**src/rtl/not1.sv**
```systemverilog
// Triple-redundant inverter: gate-level, dataflow and behavioural paths cross-checked
// every tick, with a registered result and saturating vector/error counters.

module not1_gate #(
   parameter int WIDTH = 1
) (
   input  logic [WIDTH-1:0] a,
   output wire  [WIDTH-1:0] y
);
   // One NOT primitive per bit
   for (genvar i = 0; i < WIDTH; i++) begin : g_bit
      not u_not (y[i], a[i]);
   end
endmodule

module not1_dataflow #(
   parameter int WIDTH = 1
) (
   input  logic [WIDTH-1:0] a,
   output logic [WIDTH-1:0] y
);
   assign y = ~a;
endmodule

module not1_behavioral #(
   parameter int WIDTH = 1
) (
   input  logic [WIDTH-1:0] a,
   output logic [WIDTH-1:0] y
);
   // Bitwise inversion keeps X/Z inputs as X rather than resolving them
   always_comb begin
      y = ~a;
   end
endmodule

module not1 #(
   parameter int WIDTH = 1,
   parameter int CNT_W = 32
) (
   input  logic             tick,
   input  logic             reset,
   input  logic [WIDTH-1:0] a,
   output wire  [WIDTH-1:0] y_gate,
   output logic [WIDTH-1:0] y_data,
   output logic [WIDTH-1:0] y_beh,
   output logic [WIDTH-1:0] y_reg,
   output logic             mismatch,
   output logic [CNT_W-1:0] vec_count,
   output logic [CNT_W-1:0] err_count
);
   localparam logic [CNT_W-1:0] CNT_ONE = CNT_W'(1);
   localparam logic [CNT_W-1:0] CNT_MAX = {CNT_W{1'b1}};

   logic             mismatch_s;
   logic [WIDTH-1:0] y_reg_r;
   logic             mismatch_r;
   logic [CNT_W-1:0] vec_count_r;
   logic [CNT_W-1:0] err_count_r;

   not1_gate       #(.WIDTH(WIDTH)) u_gate (.a(a), .y(y_gate));
   not1_dataflow   #(.WIDTH(WIDTH)) u_data (.a(a), .y(y_data));
   not1_behavioral #(.WIDTH(WIDTH)) u_beh  (.a(a), .y(y_beh));

   // Case-inequality so an X on one path against a known value on another is flagged
   assign mismatch_s = (y_gate !== y_data) || (y_data !== y_beh) || (y_gate !== y_beh);

   // Registered result, disagreement flag and saturating counters
   always_ff @(posedge tick or posedge reset) begin
      if (reset) begin
         y_reg_r     <= {WIDTH{1'b0}};
         mismatch_r  <= 1'b0;
         vec_count_r <= {CNT_W{1'b0}};
         err_count_r <= {CNT_W{1'b0}};
      end else begin
         y_reg_r    <= ~a;
         mismatch_r <= mismatch_s;
         if (vec_count_r != CNT_MAX) begin
            vec_count_r <= vec_count_r + CNT_ONE;
         end else begin
            vec_count_r <= vec_count_r;
         end
         if (mismatch_s && (err_count_r != CNT_MAX)) begin
            err_count_r <= err_count_r + CNT_ONE;
         end else begin
            err_count_r <= err_count_r;
         end
      end
   end

   assign y_reg     = y_reg_r;
   assign mismatch  = mismatch_r;
   assign vec_count = vec_count_r;
   assign err_count = err_count_r;
endmodule

```
**config.mk**
```make
export PLATFORM = sky130hd
export DESIGN_NAME = not1
export DESIGN_NICKNAME = d
export VERILOG_FILES = /design/src/rtl/not1.sv
export SDC_FILE = /design/constraint.sdc
export NUM_CORES = 1
export LEC_CHECK = 0
export CORE_MARGIN = 2
export CORE_UTILIZATION = 47
export DETAILED_ROUTE_END_ITERATION = 12
export PLACE_DENSITY = 0.85
export SYNTH_ARGS = -nofsm -noshare
export SYNTH_HDL_FRONTEND = slang
export SYNTH_SLANG_ARGS = --single-unit
```
**constraint.sdc**
```tcl
create_clock -name tick -period 5.05 [get_ports tick]
set_input_delay 1.2625 -clock tick [delete_from_list [all_inputs] [get_ports tick]]
set_output_delay 1.2625 -clock tick [all_outputs]
set_load 0.005 [all_outputs]
```
==> run metrics <==
peak supply drop=0.1643 mV; CTS Sinks=33; initial antenna violation count=0; slowest CP cell=clkdlybuf4s50_1; crit start category=input pin; Core Region=0.003914 mm^2; clock buffer depth=2; dpl cell area=0.002173 mm^2; Final setup viols=0; TNS Setup=0 ps; Required @ worst endpoint=3790 ps; Vias per Instance=4.714; commonest non-fill, non-tap cell in the layout=clkdlybuf4s50_1; hold crit path type=reg2reg; sequential fraction of the synthesis area=43.82%; antenna-violating nets left=0; worst slew margin relative to its limit=53.84%; fill cell count=352; post-route cell area=0.002290 mm^2; GR Overflow Total=0; period utilization=70.19%; fin nets=222; min Tclk post-route=3545 ps; Area Overhead vs Synth=21.51%; RSZ-0062 raised after global routing=false; DRT Pass-1 Iters=4; via count of the routed design=1,268; Largest register FFs=32; Post-synth EDFFs=0; Post-Route Skew=3.148 ps; All-Layer GR Usage=15.20%; die height=67.32 um; largest incremental delay on the critical path=510 ps; die footprint=0.004531 mm^2; Critical Setup Path Class=in2out; Syn Std Cell Area=0.001884 mm^2; First DRT Iteration DRCs=73; largest net degree at the start of global routing=20; diode count=0; Top Ports=72; synthesized flop and latch total=33; Hold Buf Count CTS=0; leakage power=1.135 nW; critical path endpoint category=primary output; fraction of layout cells with a size suffix above 1=9.589%; TritonCTS buffer count=5; number of global-route vias before repair=1,140; Final Hold Viols=0; register area=825.8 um^2; crit-path cells=clkdlybuf4s50_1 > inv_1 > clkdlybuf4s50_1; f_max=0.2821 GHz; global-route wire length before repair=5.043 mm; crit-path most repeated cell=clkdlybuf4s50_1; WL per Instance=11.80 um; Post-synth ARST share=100.0%; CTS tree=done; DRT Wirelength=3.175 mm; Worst Max-Slew Pin Slew=691.6 ps; Main synth FF type=dfrtp_1; power per standard cell area=233.3 mW/mm^2; # DRC=0; Max-Cap Viols=0; clk root buf=clkbuf_8; Final Slew Violations=0; Post-CTS Setup Inserts=0; GPL Wtd Cong=0.7557; hpwl dp=2.307 mm; post-cts resize count=0; library cells used by synthesis=32; YS warnings=0; Site Rows=23; status=finished, final reports clean; Placed Cells=261; Syn Inst Count=177; most frequent cells in the layout=clkdlybuf4s50_1 (38), conb_1 (33), dfrtp_1 (33); critical path peak fanout=4; PortBufs=38; CP arrival=2280 ps; Initial Utilization=48.15%; syn_area_per_cell=10.65 um^2; area used by multi-input combinational logic=882.1 um^2; H-tree depth=2; clk_lat worst skew=280 ps; Reg clk slew, reported paths=60 ps; Die Width=67.32 um; fin cells=269
==> kinds of logic (layout without fill, tap and decap cells) <==
| kind of cell | after synthesis | in the layout | share of synthesized area, % |
|---|---|---|---|
| AO/OA/AOI/OAI | 4 | 4 | 2.523 |
| buffers and inverters | 41 | 51 | 15.74 |
| XOR/XNOR | 31 | 31 | 14.41 |
| other | 1 | 33 | 0.1990 |
| AND/OR/NAND/NOR | 65 | 65 | 22.05 |
| flip-flops | 33 | 33 | 43.82 |
| multiplexers | 1 | 1 | 0.5976 |
| adder cells (fa/ha/maj) | 1 | 1 | 0.6639 |
==> power breakdown <==
| part | total [mW] | switching, mW | leakage (nW) | internal, mW |
|---|---|---|---|---|
| sequential | 0.265 | 0.000132 | 0.444 | 0.265 |
| combinational | 0.0165 | 0.0119 | 0.632 | 0.00461 |
| clock | 0.253 | 0.0921 | 0.0585 | 0.161 |
| total | 0.534 | 0.104 | 1.13 | 0.430 |
==> critical path, delay by kind of cell <==
family   cells  cell delay (ps)
buf+inv      3             1010
==> synth_stat cells (all sizes together), types with 2 or more instances <==
cell / number / area share [%]
dfrtp: 33 / 44
inv: 4 / 0.80
buf: 37 / 15
and3: 5 / 1.7
and4: 3 / 1.4
nand3: 8 / 2.4
a31oi: 2 / 1.5
and4b: 2 / 1.3
nand2: 14 / 2.8
or2: 2 / 0.66
nor3: 7 / 3.7
xnor2: 13 / 6.0
nor2: 12 / 2.5
nand4: 8 / 3.7
xor2: 18 / 8.4
==> stage by stage <==
step	util, %	setup WS [ps]	total power [mW]	hold WS [ps]
after floorplan	-	2321	0.2993	484.0
after global placement	55.53	1530	0.2861	484.6
after detailed placement	55.53	1508	0.2863	486.9
after CTS	58.50	1498	0.5393	496.2
after global routing	58.50	1495	0.5589	532.0
final	58.50	1505	0.5342	495.7
==> layer usage <==
layer  GRT usage, %  up-vias  part of all wire, %
met5              0        -                    0
met3          6.500        5                  6.9
met1          19.16      610                   46
li1               -      608                    -
met4          4.592        0                  1.5
met2          23.76       45                   45
==> worst paths after layout <==
path                       slack, ps                       from  cells after the start                         to
setup / recovery                1510                          a                      3                     y_data
hold / removal                   500  vec_count[23]$_DFFE_PP0P_                      1  vec_count[23]$_DFFE_PP0P_
setup reg to reg                3070   vec_count[0]$_DFFE_PP0P_                      6  vec_count[19]$_DFFE_PP0P_
hold reg to reg                  500  vec_count[23]$_DFFE_PP0P_                      1  vec_count[23]$_DFFE_PP0P_
max in group asynchronous       3000                      reset                      3   vec_count[2]$_DFFE_PP0P_
min in group asynchronous       1380                      reset                      2            y_reg$_DFF_PP0_
==> final cells by class <==
class                      instances  area share [%]
inverter                           4          0.6557
clock buffer                       7           3.770
timing repair buffer              39           16.94
tap                               50           2.732
sequential                        33           36.07
multi-input combinational        135           38.52
clock inverter                     1           1.311
Note: power is estimated with default switching activity, not from simulation.
